**src/rtl/func_sequencer.sv**
```systemverilog
`default_nettype none
// ============================================================================
// Module      : func_sequencer
// Description : Instruction queue and issue sequencer that feeds `processor`.
//               A host pushes 24-bit instruction words into an internal FIFO.
//               The sequencer pops one word at a time and presents it on
//               `func` with a one-cycle `new_func` strobe. It then holds the
//               word until the processor reports completion on `proc_done`.
//
// Optional feature macro: SEQ_TIMEOUT_EN
//   When defined, a WAIT-cycle counter aborts an instruction after TIMEOUT
//   cycles without a qualifying `proc_done` and sets sticky `timeout_err`.
//   When undefined, WAIT lasts until `proc_done` and `timeout_err` is 0.
//
// Parameters  : DEPTH   - FIFO entries (power of two, >= 2)
//               TIMEOUT - maximum WAIT cycles before abort (>= 2)
//
// Ports       : clk         in   system clock, rising edge
//               reset       in   asynchronous active-low reset
//               run         in   issue enable (an active WAIT still completes)
//               wr_en       in   push wr_data into the FIFO
//               wr_data     in   [23:0] {opcode, rx, ry/imm}
//               proc_done   in   processor finished current instruction
//               err_clr     in   clears sticky overflow / timeout_err
//               func        out  [23:0] instruction to processor, registered
//               new_func    out  one-cycle issue strobe, registered
//               start       out  registered copy of run
//               busy        out  high while in WAIT
//               full        out  count == DEPTH
//               empty       out  count == 0
//               count       out  [log2(DEPTH):0] FIFO occupancy
//               overflow    out  sticky: write attempted while full
//               timeout_err out  sticky: WAIT exceeded TIMEOUT
//
// Revision    : 1.0 - initial release
// ============================================================================
module func_sequencer #(
  parameter int DEPTH   = 8,
  parameter int TIMEOUT = 16
) (
  input  logic                     clk,
  input  logic                     reset,
  input  logic                     run,
  input  logic                     wr_en,
  input  logic [23:0]              wr_data,
  input  logic                     proc_done,
  input  logic                     err_clr,
  output logic [23:0]              func,
  output logic                     new_func,
  output logic                     start,
  output logic                     busy,
  output logic                     full,
  output logic                     empty,
  output logic [$clog2(DEPTH):0]   count,
  output logic                     overflow,
  output logic                     timeout_err
);

  localparam int c_AW = $clog2(DEPTH);
  localparam int c_CW = c_AW + 1;

  localparam logic [0:0] c_S_IDLE = 1'b0;
  localparam logic [0:0] c_S_WAIT = 1'b1;

  // Elaboration-time guard on illegal parameter combinations.
  generate
    if ((DEPTH < 2) || ((DEPTH & (DEPTH - 1)) != 0) || (TIMEOUT < 2)) begin : g_bad_params
      $error("func_sequencer: DEPTH must be a power of two >= 2 and TIMEOUT >= 2");
    end
  endgenerate

  // --------------------------------------------------------------------------
  // Storage and state
  // --------------------------------------------------------------------------
  logic [23:0]     r_mem [DEPTH];
  logic [c_AW-1:0] r_wr_ptr;
  logic [c_AW-1:0] r_rd_ptr;
  logic [c_CW-1:0] r_count;
  logic [c_CW-1:0] w_count_nxt;

  logic [0:0]      r_state;
  logic [0:0]      w_state_nxt;

  logic [23:0]     r_func;
  logic            r_new_func;
  logic            r_start;
  logic            r_overflow;

  logic            w_full;
  logic            w_empty;
  logic            w_issue;
  logic            w_push;
  logic            w_done;
  logic            w_timeout;
  logic            w_busy;
  logic            w_new_func_nxt;

  assign w_full  = (r_count == c_CW'(DEPTH));
  assign w_empty = (r_count == '0);

  // An issue is the only pop; it can never happen on an empty FIFO.
  assign w_issue = (r_state == c_S_IDLE) && run && !w_empty;

  // A write to a full FIFO is still accepted when the same edge pops,
  // because the pop frees the slot the write lands in.
  assign w_push  = wr_en && (!w_full || w_issue);

  // new_func is high exactly in the first WAIT cycle, so it doubles as the
  // "ignore proc_done this cycle" qualifier.
  assign w_done  = (r_state == c_S_WAIT) && !r_new_func && proc_done;

  // --------------------------------------------------------------------------
  // Optional WAIT timeout
  // --------------------------------------------------------------------------
`ifdef SEQ_TIMEOUT_EN
  localparam int c_TW = $clog2(TIMEOUT + 1);

  logic [c_TW-1:0] r_tcnt;
  logic            r_timeout_err;

  // The counter holds the number of completed WAIT cycles; the edge that
  // closes the TIMEOUT-th WAIT cycle aborts unless proc_done qualifies on it.
  assign w_timeout = (r_state == c_S_WAIT) &&
                     (r_tcnt == c_TW'(TIMEOUT - 1)) && !w_done;

  always_ff @(posedge clk or negedge reset) begin
    if (!reset) begin
      r_tcnt <= '0;
    end else if (w_issue) begin
      r_tcnt <= '0;
    end else if (r_state == c_S_WAIT) begin
      r_tcnt <= r_tcnt + c_TW'(1);
    end
  end

  always_ff @(posedge clk or negedge reset) begin
    if (!reset) begin
      r_timeout_err <= 1'b0;
    end else if (err_clr) begin
      r_timeout_err <= 1'b0;
    end else if (w_timeout) begin
      r_timeout_err <= 1'b1;
    end
  end

  assign timeout_err = r_timeout_err;
`else
  assign w_timeout   = 1'b0;
  assign timeout_err = 1'b0;
`endif

  // --------------------------------------------------------------------------
  // FIFO
  // --------------------------------------------------------------------------
  // Memory contents need no reset: an entry is only read after being written.
  always_ff @(posedge clk) begin
    if (w_push) begin
      r_mem[r_wr_ptr] <= wr_data;
    end
  end

  always_comb begin
    w_count_nxt = r_count;
    case ({w_push, w_issue})
      2'b10:   w_count_nxt = r_count + c_CW'(1);
      2'b01:   w_count_nxt = r_count - c_CW'(1);
      default: w_count_nxt = r_count;
    endcase
  end

  always_ff @(posedge clk or negedge reset) begin
    if (!reset) begin
      r_wr_ptr <= '0;
      r_rd_ptr <= '0;
      r_count  <= '0;
    end else begin
      if (w_push) begin
        r_wr_ptr <= r_wr_ptr + c_AW'(1);
      end
      if (w_issue) begin
        r_rd_ptr <= r_rd_ptr + c_AW'(1);
      end
      r_count <= w_count_nxt;
    end
  end

  always_ff @(posedge clk or negedge reset) begin
    if (!reset) begin
      r_overflow <= 1'b0;
    end else if (err_clr) begin
      r_overflow <= 1'b0;
    end else if (wr_en && !w_push) begin
      r_overflow <= 1'b1;
    end
  end

  // --------------------------------------------------------------------------
  // Sequencer FSM: state register
  // --------------------------------------------------------------------------
  always_ff @(posedge clk or negedge reset) begin
    if (!reset) begin
      r_state <= c_S_IDLE;
    end else begin
      r_state <= w_state_nxt;
    end
  end

  // Sequencer FSM: next-state logic
  always_comb begin
    w_state_nxt = r_state;
    case (r_state)
      c_S_IDLE: begin
        if (w_issue) begin
          w_state_nxt = c_S_WAIT;
        end
      end
      c_S_WAIT: begin
        if (w_done || w_timeout) begin
          w_state_nxt = c_S_IDLE;
        end
      end
      default: w_state_nxt = c_S_IDLE;
    endcase
  end

  // Sequencer FSM: output logic
  always_comb begin
    w_busy         = 1'b0;
    w_new_func_nxt = 1'b0;
    case (r_state)
      c_S_IDLE: w_new_func_nxt = w_issue;
      c_S_WAIT: w_busy         = 1'b1;
      default: begin
        w_busy         = 1'b0;
        w_new_func_nxt = 1'b0;
      end
    endcase
  end

  // Registered issue outputs; func only changes on an issue.
  always_ff @(posedge clk or negedge reset) begin
    if (!reset) begin
      r_func     <= 24'h000000;
      r_new_func <= 1'b0;
      r_start    <= 1'b0;
    end else begin
      if (w_issue) begin
        r_func <= r_mem[r_rd_ptr];
      end
      r_new_func <= w_new_func_nxt;
      r_start    <= run;
    end
  end

  // --------------------------------------------------------------------------
  // Outputs
  // --------------------------------------------------------------------------
  assign func     = r_func;
  assign new_func = r_new_func;
  assign start    = r_start;
  assign busy     = w_busy;
  assign full     = w_full;
  assign empty    = w_empty;
  assign count    = r_count;
  assign overflow = r_overflow;

endmodule
`default_nettype wire

```
**config.mk**
```make
export PLATFORM = sky130hd
export DESIGN_NAME = func_sequencer
export DESIGN_NICKNAME = d
export VERILOG_FILES = /design/src/rtl/func_sequencer.sv
export SDC_FILE = /design/constraint.sdc
export NUM_CORES = 1
export LEC_CHECK = 0
export ABC_AREA = 1
export BUFFER_PORTS_ARGS = -buffer_cell sky130_fd_sc_hd__buf_2
export CORE_UTILIZATION = 41
export CTS_BUF_LIST = sky130_fd_sc_hd__clkbuf_2
export DETAILED_ROUTE_END_ITERATION = 8
export PLACE_DENSITY = 0.65
export SYNTH_ARGS = -nofsm -noshare
export SYNTH_HDL_FRONTEND = slang
export SYNTH_SLANG_ARGS = --single-unit
```
**constraint.sdc**
```tcl
create_clock -name clk -period 3.3 [get_ports clk]
set_input_delay 0.99 -clock clk [delete_from_list [all_inputs] [get_ports clk]]
set_output_delay 0.99 -clock clk [all_outputs]
set_load 0.01 [all_outputs]
```
==> parameters.txt, run 1 <==
Parameter                              Value

Status
  Result of the run    finished, final reports clean

Synth
  Seq/Total Area, Yosys    68.9%
  Library cell occupying the most area in the post-synthesis netlist    sky130_fd_sc_hd__edfxtp_1
  Synthesis-stage register bit count    230
  Most instantiated cells after synthesis    sky130_fd_sc_hd__nand2_1 (318), sky130_fd_sc_hd__edfxtp_1 (192), sky130_fd_sc_hd__inv_1 (156)
  Post-synthesis net count    970
  Most frequently used cell type in the post-synthesis netlist    sky130_fd_sc_hd__nand2_1
  Share of synthesized registers carrying an async set or reset    between 10% and 20%
  Number of synthesis warnings    0
  Number of different library cells in the post-synthesis netlist    26
  Flip-flop cell with the highest count after synthesis    sky130_fd_sc_hd__edfxtp_1
  Proportion of netlist area held by the largest area contributor    59.1%
  Synthesized cell area    9750 um^2
  Number of enable flip-flop cells after synthesis    around 190
  Average size of a mapped cell    10.4 um^2
  Cell count after synthesis    934
  Cells taking the most area after synthesis    sky130_fd_sc_hd__edfxtp_1 (59%), sky130_fd_sc_hd__nand2_1 (12%), sky130_fd_sc_hd__dfrtp_1 (9.7%)

Global routing
  Initial antenna violation count    2
  Congestion Overflow GR    0
  Total track usage    17.5%
  Largest net degree at the start of global routing    66
  Number of global-route vias before repair    between 6000 and 7000
  First-pass GRT wire length    about 33 mm

Clocking
  Clock transition at the registers of the reported paths    approximately 0.11 ns
  Source-to-sink clock delay at the later pin of the worst-skew pair    about 0.83 ns
  Post-cts sizing count    0
  Clk sinks    230
  CTS H-tree lvls    2
  Number of buffers created by CTS    56
  CTS Root Cell    sky130_fd_sc_hd__clkbuf_2
  Maximum number of buffers from clock root to sink    3
  Clock tree from TritonCTS    built
  # hold bufs at CTS    0
  Post-CTS setup repair buffer count    0

Run
  Maxcap violations    0

STA
  Max transition margin    around 30%
  Setup slack after layout    0.543 ns
  Minimum clock period after layout    about 2.8 ns
  Timing-limited maximum frequency    0.363 GHz
  Post-Route Setup TNS    0 ns
  RSZ-0062 raised after global routing    false
  Final count of hold timing violations    0
  Fin. max-slew vios    0
  Worst-margin pin slew    1.04 ns
  Final period utilization    83.5%
  Worst slack on hold paths    roughly 0.15 ns
  Clock tree skew after final layout    0.0871 ns
  Final setup violating endpoints    0

Place
  Last weighted congestion value of the routability-driven placer    0.738
  Setup WS pre-CTS    ~0.62 ns
  Number of I/O port buffers    63
  HPWL after detailed placement    11.4 mm
  Instance area after placement    10400 um^2

Cells and area
  Final instance area    about 11000 um^2
  Syn-to-layout area delta    12.1%
  Final-layout fill cell count    2214
  Final Net Count    1069
  Finished Core Util    46.7%
  Share of post-route cells with drive strength above 1    18.5%

Worst setup path
  End of the worst register-to-register path    count[3]
  Data arrival at the endpoint of the critical path    about 1.8 ns
  Critical path capture point type    primary output
  Kind of critical path    reg2out
  Max Fanout on Critical Path    6
  Worst R2R Setup Slack    about 1.2 ns
  Data required, critical path    2.31 ns
  Startpoint of the worst register-to-register path    count[0]
  Register-to-Register Path Depth    11
  Critical Path Source Type    register

Power
  Share of total power consumed by net switching    between 30% and 40%
  Total net switching power    3440 uW
  Peak supply drop    0.000373 V
  Internal portion of total power    5430 uW
  Relative contribution of sequential cells to total power    between 40% and 50%
  Power per cell area    811 nW/um^2
  Clock network power share    21.0%
  Leakage power figure    between 0.005 and 0.006 uW
  Proportion of power drawn by combinational gates    34.7%

Floorplanning
  Die width    between 150 and 200 um
  Number of top-level pins    65
  Die extent in y    ~160 um
  Row cnt    56
  Total core area    23400 um^2
  Total die area    between 20000 and 25000 um^2
  Effective utilization at floorplan    41.7%

Route
  Routed wl met2    9.55 mm
  DR iter-0 viols    451
  First-pass detailed-route iteration total    5
  Wire length on met1    9.39 mm
  Routed via count    6471
  Antenna viol nets, final    0
  Vias per std cell    approximately 4.6
  Remaining routing DRC violations    0
  Routed wire length    about 21 mm
  Uppermost layer routed    met4
  DR WL met3    1.20 mm
  Average routed wire per standard cell    about 15 um

Worst hold path
  Class of the worst hold path    in2async
[worst max-delay path, stage by stage (launching register included)]
cell,delay (ns)
sky130_fd_sc_hd__dfrtp_1,0.47
sky130_fd_sc_hd__nor2_2,0.17
sky130_fd_sc_hd__nand3_2,0.11
sky130_fd_sc_hd__inv_2,0.10
sky130_fd_sc_hd__buf_2,0.14
[area by class of cell]
cell class / instances / area [um^2] / share of cell area, %
Clock inverter: 9 / 41.3 / 0.378
Tap cell: 319 / 399 / 3.65
Sequential cell: 230 / 6720 / 61.4
Inverter: 160 / 601 / 5.49
Antenna cell: 2 / 5.00 / 0.0458
Clock buffer: 97 / 485 / 4.44
Timing Repair Buffer: 83 / 478 / 4.37
Multi-Input combinational cell: 502 / 2210 / 20.2
[per-layer routing]
layer,global-route usage (%),vias to the layer above
met5,0,-
met1,22.7,2994
met3,3.66,42
li1,-,3240
met4,7.94,0
met2,28.3,195
[how the worst max path moves through the flow]
stage,depth (start not counted),to,slack [ns],start
floorplan,5,r_mem[0][0],0.31,run
global placement,11,count[3],0.65,run
detailed placement,11,count[3],0.62,run
CTS,4,empty,0.48,count[0]
global route,4,empty,0.40,count[1]
finish,4,empty,0.54,count[0]
[sequential cells by signal (all words and copies together) (netlist names)]
signal	flops
r_mem	192
func	24
count	4
r_rd_ptr	3
r_wr_ptr	3
new_func	1
overflow	1
r_state	1
start	1
[kinds of logic (layout without fill, tap and decap cells)]
kind of cell	count (synthesis)	in the layout	synth area share, %
AOI/OAI and AO/OA	6	6	0.308
xor gates and xnor gates	3	3	0.269
adders and majority gates	6	6	0.847
buffers and inverters	202	349	8.72
DFF	230	230	68.9
other	1	3	0.0384
and+or+nand+nor	486	486	20.9
[placed cells by master (no fill, tap or decap)]
| master | netlist | layout |
|---|---|---|
| sky130_fd_sc_hd__nand2_1 | 318 | 318 |
| sky130_fd_sc_hd__edfxtp_1 | 192 | 192 |
| sky130_fd_sc_hd__inv_1 | 156 | 156 |
| sky130_fd_sc_hd__nand3_1 | 149 | 149 |
| sky130_fd_sc_hd__clkbuf_2 | 0 | 97 |
| sky130_fd_sc_hd__buf_2 | 20 | 63 |
| sky130_fd_sc_hd__dfrtp_1 | 38 | 37 |
| sky130_fd_sc_hd__buf_4 | 6 | 19 |
| sky130_fd_sc_hd__nor2_2 | 1 | 9 |
| sky130_fd_sc_hd__clkinv_1 | 0 | 7 |
| sky130_fd_sc_hd__o21ai_0 | 5 | 5 |
| sky130_fd_sc_hd__ha_1 | 5 | 5 |
| sky130_fd_sc_hd__inv_2 | 4 | 4 |
| sky130_fd_sc_hd__nor2_1 | 11 | 3 |
| sky130_fd_sc_hd__diode_2 | 0 | 2 |
| sky130_fd_sc_hd__nand3_2 | 2 | 2 |
| sky130_fd_sc_hd__xor2_1 | 2 | 2 |
| sky130_fd_sc_hd__clkinvlp_4 | 0 | 2 |
| sky130_fd_sc_hd__nor4_1 | 1 | 1 |
| sky130_fd_sc_hd__nor2_4 | 1 | 1 |
| sky130_fd_sc_hd__or2_1 | 1 | 1 |
| sky130_fd_sc_hd__xnor2_1 | 1 | 1 |
| sky130_fd_sc_hd__or2_2 | 1 | 1 |
| sky130_fd_sc_hd__nand4_1 | 1 | 1 |
| sky130_fd_sc_hd__a21oi_1 | 1 | 1 |
| sky130_fd_sc_hd__fa_1 | 1 | 1 |
| sky130_fd_sc_hd__conb_1 | 1 | 1 |
| sky130_fd_sc_hd__buf_12 | 0 | 1 |
| sky130_fd_sc_hd__dfrtp_2 | 0 | 1 |
[power groups by stage]
stage | clock network (uW) | registers [uW] | logic [uW]
final | 1870 | 3920 | 3080
after global routing | 2060 | 3980 | 3480
after CTS | 1920 | 3930 | 3120
after detailed placement | 0 | 3990 | 3110
after global placement | 0 | 3980 | 3040
after floorplan | 0 | 4060 | 2130
[per-stage QoR]
stage               cells  total power [uW]
global placement     1294              7020
finish               1402              8870
detailed placement   1294              7100
global route         1401              9520
floorplan             934              6180
CTS                  1400              8980
Note: power is estimated with default switching activity, not from simulation.
==> run 2: changes to the inputs <==
- ABC_AREA: 1 -> 0
- PLACE_DENSITY: 0.65 -> 0.67
- clock period: 3.3 -> 2.39 ns (I/O delays scaled with it)
==> parameters.txt, run 2 <==
Parameter                              Value

Status
  Result of the run    finished with violations
  Violations in the final reports    negative setup slack

Place
  Number of I/O port buffers    63
  Last weighted congestion value of the routability-driven placer    a little over 0.8
  HPWL after detailed placement    between 10 and 15 mm
  Instance area after placement    9870 um^2

Worst setup path
  Max Fanout on Critical Path    5
  Data required, critical path    1.67 ns
  Critical Path Source Type    register
  Kind of critical path    reg2out
  Data arrival at the endpoint of the critical path    1.73 ns
  Worst R2R Setup Slack    0.11 ns
  Critical path capture point type    primary output

Synth
  Synthesis-stage register bit count    230
  Average size of a mapped cell    16.5 um^2
  Library cell occupying the most area in the post-synthesis netlist    sky130_fd_sc_hd__edfxtp_1
  Number of enable flip-flop cells after synthesis    between 150 and 200
  Most instantiated cells after synthesis    sky130_fd_sc_hd__edfxtp_1 (192), sky130_fd_sc_hd__mux2i_1 (97), sky130_fd_sc_hd__nand2_1 (58)
  Share of synthesized registers carrying an async set or reset    16.5%
  Adder-cell share of the synthesized area    0.919%
  Synthesized cell area    8980 um^2
  Cells taking the most area after synthesis    sky130_fd_sc_hd__edfxtp_1 (64%), sky130_fd_sc_hd__mux2i_1 (11%), sky130_fd_sc_hd__dfrtp_1 (11%)
  Compound-cell area share of the yosys netlist    around 4.4%
  Dominant combinational cell family by area after synthesis    multiplexers
  Flip-flop cell with the highest count after synthesis    sky130_fd_sc_hd__edfxtp_1
  Most frequently used cell type in the post-synthesis netlist    sky130_fd_sc_hd__edfxtp_1
  Proportion of synthesized area in mux cells    10.9%
  Post-synthesis xor/xnor area fraction    0.585%
  Number of synthesis warnings    0
  Proportion of netlist area held by the largest area contributor    64.2%
  Post-synthesis net count    between 500 and 600
  Seq/Total Area, Yosys    about three quarters
  Fraction of the mapped netlist area in simple logic gates    5.86%
  Cell count after synthesis    roughly 550
  Number of different library cells in the post-synthesis netlist    35

Cells and area
  Largest reg by FF count    r_mem
  Final-layout fill cell count    between 1500 and 2000
  Final Net Count    around 700
  Most frequent cells in the layout    sky130_fd_sc_hd__edfxtp_1 (192), sky130_fd_sc_hd__mux2i_1 (97), sky130_fd_sc_hd__clkbuf_2 (74), sky130_fd_sc_hd__buf_2 (62), sky130_fd_sc_hd__nand2_1 (58)
  Flip-flop count of the largest register, all copies and words added    around 190
  Syn-to-layout area delta    16.7%
  Final instance area    10500 um^2
  Share of post-route cells with drive strength above 1    28.0%
  Finished Core Util    49.4%
  Most frequent standard cell in the layout excluding fill and tap cells    sky130_fd_sc_hd__edfxtp_1

Floorplanning
  Row cnt    53
  Total die area    22500 um^2
  Total core area    roughly 21000 um^2
  Number of top-level pins    65
  Die width    150 um
  Effective utilization at floorplan    42.3%
  Die extent in y    150 um

Clocking
  Number of buffers created by CTS    54
  Maximum number of buffers from clock root to sink    3
  CTS Root Cell    sky130_fd_sc_hd__clkbuf_2
  Clock tree from TritonCTS    built
  Source-to-sink clock delay at the later pin of the worst-skew pair    about 0.8 ns
  CTS H-tree lvls    2
  Clock transition at the registers of the reported paths    0.11 ns
  Clk sinks    230

Run
  Maxcap violations    0

STA
  Fin. max-slew vios    0
  Max transition margin    a little over three fifths
  Clock tree skew after final layout    around 0.05 ns
  Final period utilization    102%
  RSZ-0062 raised after global routing    true
  Setup slack after layout    -0.0525 ns
  Final setup violating endpoints    2
  Timing-limited maximum frequency    0.409 GHz
  Worst-margin pin slew    0.552 ns
  Final count of hold timing violations    0
  Minimum clock period after layout    about 2.4 ns

Route
  DR iter-0 viols    267
  First-pass detailed-route iteration total    4
  Routed via count    between 5000 and 6000
  Routed wire length    17.7 mm
  Vias per std cell    5.05
  Antenna viol nets, final    0
  Remaining routing DRC violations    0
  Average routed wire per standard cell    between 15 and 20 um

Power
  Leakage power figure    0.00412 uW
  Peak supply drop    0.000457 V
  Power per cell area    roughly 1100 nW/um^2

Global routing
  Total track usage    16.4%
  Congestion Overflow GR    0
  Largest net degree at the start of global routing    35
  Number of global-route vias before repair    5082
  Initial antenna violation count    2
  First-pass GRT wire length    27.4 mm

Worst hold path
  Class of the worst hold path    in2reg
==> run 2: cell types whose count changed after synthesis, moves of 3 or more <==
| cell | previous run | this run |
|---|---|---|
| sky130_fd_sc_hd__buf_1 | 3 | 0 |
| sky130_fd_sc_hd__nand3_1 | 149 | 27 |
| sky130_fd_sc_hd__xnor2_1 | 1 | 5 |
| sky130_fd_sc_hd__inv_1 | 156 | 7 |
| sky130_fd_sc_hd__inv_2 | 4 | 1 |
| sky130_fd_sc_hd__nand2_1 | 318 | 58 |
| sky130_fd_sc_hd__a22oi_1 | 0 | 48 |
| sky130_fd_sc_hd__nor3_1 | 0 | 6 |
| sky130_fd_sc_hd__nor2_1 | 11 | 5 |
| sky130_fd_sc_hd__mux2i_1 | 0 | 97 |
| sky130_fd_sc_hd__buf_2 | 20 | 10 |
==> run 2: metal layers <==
metal	share of wire, %	vias up	GRT usage, %	wire, um
met4	2.1	2	6.21	378
li1	-	2369	-	-
met2	51	157	27.9	9060
met1	41	2441	20.2	7180
met5	0.074	-	0	13
met3	5.8	39	4.09	1020
==> run 2: what timing repair did <==
item,in CTS,in global routing
gates resized for setup,9,3
endpoints found under the setup margin,2,5
pin swaps,1,2
endpoints found under the hold margin,16,0
hold buffers,3,0
buffers inserted,6,2
==> run 2: area by class of cell <==
class	instances	area, um^2	share of cell area, %
Timing Repair Buffer	98	749	7.15
Clock buffer	74	370	3.53
Tap cell	275	344	3.28
Inverter	8	30.0	0.286
Multi-Input combinational cell	278	2150	20.5
Clock inverter	27	110	1.05
Sequential cell	230	6730	64.1
Antenna cell	1	2.50	0.0239
==> run 2: through the flow <==
step                      std cells  setup WS, ns  power (uW)  hold WS, ns  setup TNS (ns)
after floorplan                 545        -0.169        8250        0.421           -4.05
after global placement          878        0.0538        9420        0.461               0
after detailed placement        878       -0.0808        9570        0.459         -0.0808
after CTS                       988        -0.148       12100       0.0894          -0.322
after global routing            991        -0.200       12700        0.115          -0.418
final                           991       -0.0525       11900        0.193         -0.0990
==> run 2: worst paths after layout <==
check / startpoint / end / cells after the start
max: count[2] / empty / 2
min: wr_data[19] / r_mem[6][19] / 1
max reg2reg: count[2] / count[3] / 10
min reg2reg: func[0] / func[0] / 2
max in group asynchronous: reset / func[2] / 3
min in group asynchronous: reset / r_rd_ptr[0] / 2
==> run 2: critical path: stages, from the launching register on <==
cell	delay (ns)
sky130_fd_sc_hd__dfrtp_2	0.47
sky130_fd_sc_hd__nor4_4	0.28
sky130_fd_sc_hd__buf_2	0.17
==> run 2: where the power goes <==
part           internal [uW]  total, uW  switching [uW]
Clock                    857       2340            1480
Combinational           1720       3950            2220
Sequential              5180       5660             485
==> run 2: kinds of logic (layout without fill, tap and decap cells) <==
group / Yosys count / in the layout
flip-flops: 230 / 230
buffers and inverters: 37 / 207
adder cells (fa/ha/maj): 6 / 6
multiplexers: 98 / 98
other: 1 / 2
XOR/XNOR: 6 / 6
AO/OA/AOI/OAI: 55 / 55
AND/OR/NAND/NOR: 112 / 112
==> run 3: changes to the inputs <==
- BUFFER_PORTS_ARGS: -buffer_cell sky130_fd_sc_hd__buf_2 -> unset
- DONT_BUFFER_PORTS: unset -> 1
- PLACE_DENSITY: 0.67 -> 0.62
- clock period: 2.39 -> 2.6 ns (I/O delays scaled with it)
==> parameters.txt, run 3 (synthesis results as in run 2) <==
Parameter                              Value

Route
  Routed via count    4931
  First-pass detailed-route iteration total    5
  Routed wire length    18.4 mm
  DR iter-0 viols    253
  Average routed wire per standard cell    19.2 um
  Remaining routing DRC violations    0
  Vias per std cell    5.15
  Antenna viol nets, final    0

STA
  Worst-margin pin slew    between 0.5 and 0.6 ns
  Final count of hold timing violations    0
  Final setup violating endpoints    0
  Max transition margin    61.5%
  Clock tree skew after final layout    ~0.043 ns
  Timing-limited maximum frequency    ~0.4 GHz
  Minimum clock period after layout    between 2 and 3 ns
  RSZ-0062 raised after global routing    true
  Fin. max-slew vios    0
  Final period utilization    98.4%
  Worst slack on hold paths    0.0762 ns

Global routing
  First-pass GRT wire length    28.1 mm
  Number of global-route vias before repair    5290
  Initial antenna violation count    1
  Total track usage    16.8%
  Congestion Overflow GR    0
  Largest net degree at the start of global routing    39

Cells and area
  Largest reg by FF count    r_mem
  Final instance area    10300 um^2
  Final Instance Count excl. Fillers    958
  Most frequent cells in the layout    sky130_fd_sc_hd__edfxtp_1 (192), sky130_fd_sc_hd__mux2i_1 (97), sky130_fd_sc_hd__clkbuf_2 (89), sky130_fd_sc_hd__nand2_1 (58), sky130_fd_sc_hd__a22oi_1 (48)
  Syn-to-layout area delta    15.1%
  Most frequent standard cell in the layout excluding fill and tap cells    sky130_fd_sc_hd__edfxtp_1
  Share of post-route cells with drive strength above 1    21.4%
  Flip-flop count of the largest register, all copies and words added    192
  Final Net Count    670

Clocking
  Number of buffers created by CTS    57
  Clock tree from TritonCTS    built
  CTS H-tree lvls    2
  Source-to-sink clock delay at the later pin of the worst-skew pair    0.82 ns
  Clock transition at the registers of the reported paths    0.12 ns
  CTS Root Cell    sky130_fd_sc_hd__clkbuf_2
  Maximum number of buffers from clock root to sink    3
  Clk sinks    230

Worst setup path
  Kind of critical path    reg2out
  Critical path startpoint    count[0]
  Startpoint of the worst register-to-register path    count[0]
  Max Fanout on Critical Path    5
  Cell chain of the critical path    buf_6 > nor4_4 > buf_4
  Worst setup endpoint    empty
  Critical-path top delay cell    sky130_fd_sc_hd__dfrtp_1
  Register-to-Register Path Depth    9
  End of the worst register-to-register path    count[3]
  Data arrival at the endpoint of the critical path    1.78 ns
  Worst R2R Setup Slack    around 0.24 ns
  CP peak stage delay    0.41 ns
  Critical path capture point type    primary output
  Data required, critical path    between 1.5 and 2 ns
  Critical Path Source Type    register

Power
  Power per cell area    1050 nW/um^2
  Leakage power figure    0.00399 uW
  Final Power    10900 uW
  Peak supply drop    0.000409 V

Place
  Instance area after placement    9510 um^2
  Last weighted congestion value of the routability-driven placer    0.712
  Number of I/O port buffers    0
  Placed Instances    822
  HPWL after detailed placement    10.5 mm

Floorplanning
  Effective utilization at floorplan    a little over two fifths
  Total die area    22500 um^2
  Row cnt    53
  Total core area    21200 um^2
  Die width    150 um
  Die extent in y    about 150 um
  Number of top-level pins    65

Worst hold path
  Class of the worst hold path    in2reg

Status
  Result of the run    finished, final reports clean

Run
  Maxcap violations    0
## run 3: worst min-delay path by stage
stage	slack, ns	endpoint	startpoint	cells after the start
2_1_floorplan	0.48	count[0]	reset	0
5_1_grt	0.006	r_mem[5][14]	wr_data[14]	0
3_3_place_gp	0.49	func[21]	reset	0
6_report	0.08	r_mem[7][14]	wr_data[14]	0
4_1_cts	0.0008	r_mem[3][16]	wr_data[16]	0
3_5_place_dp	0.49	func[21]	reset	0
## run 3: repair_timing
item	CTS	global route
buffers inserted	2	0
pin swaps	1	0
setup endpoints to repair	3	3
hold buffers	24	2
gates resized for setup	4	3
endpoints found under the hold margin	177	5
## run 3: cell type report
type / count / area [um^2]
Antenna cell: 1 / 2.50
Clock buffer: 89 / 445
Clock inverter: 18 / 70.1
Fill cell: 1848 / 10900
Inverter: 8 / 30.0
Multi-Input combinational cell: 278 / 2120
Sequential cell: 230 / 6720
Tap cell: 275 / 344
Timing Repair Buffer: 59 / 604
## run 3: layer usage
| layer | part of all wire, % | track usage (%) | routed length [um] |
|---|---|---|---|
| met1 | 43 | 20.5 | 7940 |
| met2 | 50 | 28.2 | 9160 |
| met3 | 4.8 | 4.15 | 873 |
| met4 | 2.1 | 7.17 | 380 |
| met5 | 0 | 0 | 0 |
## run 3: metrics by stage
stage / setup WS, ns / TNS (ns) / utilization, %
after floorplan: -0.644 / -39.37 / -
after global placement: 0.148 / 0 / 44.8
after detailed placement: -0.0827 / -0.0827 / 44.8
after CTS: -0.0254 / -0.0254 / 48.6
after global routing: -0.0370 / -0.0510 / 48.7
final: 0.0414 / 0 / 48.7
## run 3: critical path: cells and delay by family (launching register included)
family        cells  cell delay [ns]
buf+inv           2             0.31
flops             1             0.41
simple gates      1             0.23
## run 3: power by group
group	internal, uW	leakage [uW]	switching [uW]
Sequential	4760	0.00220	572
Clock	908	0.000405	1390
Combinational	1370	0.00138	1870
Total	7030	0.00399	3830
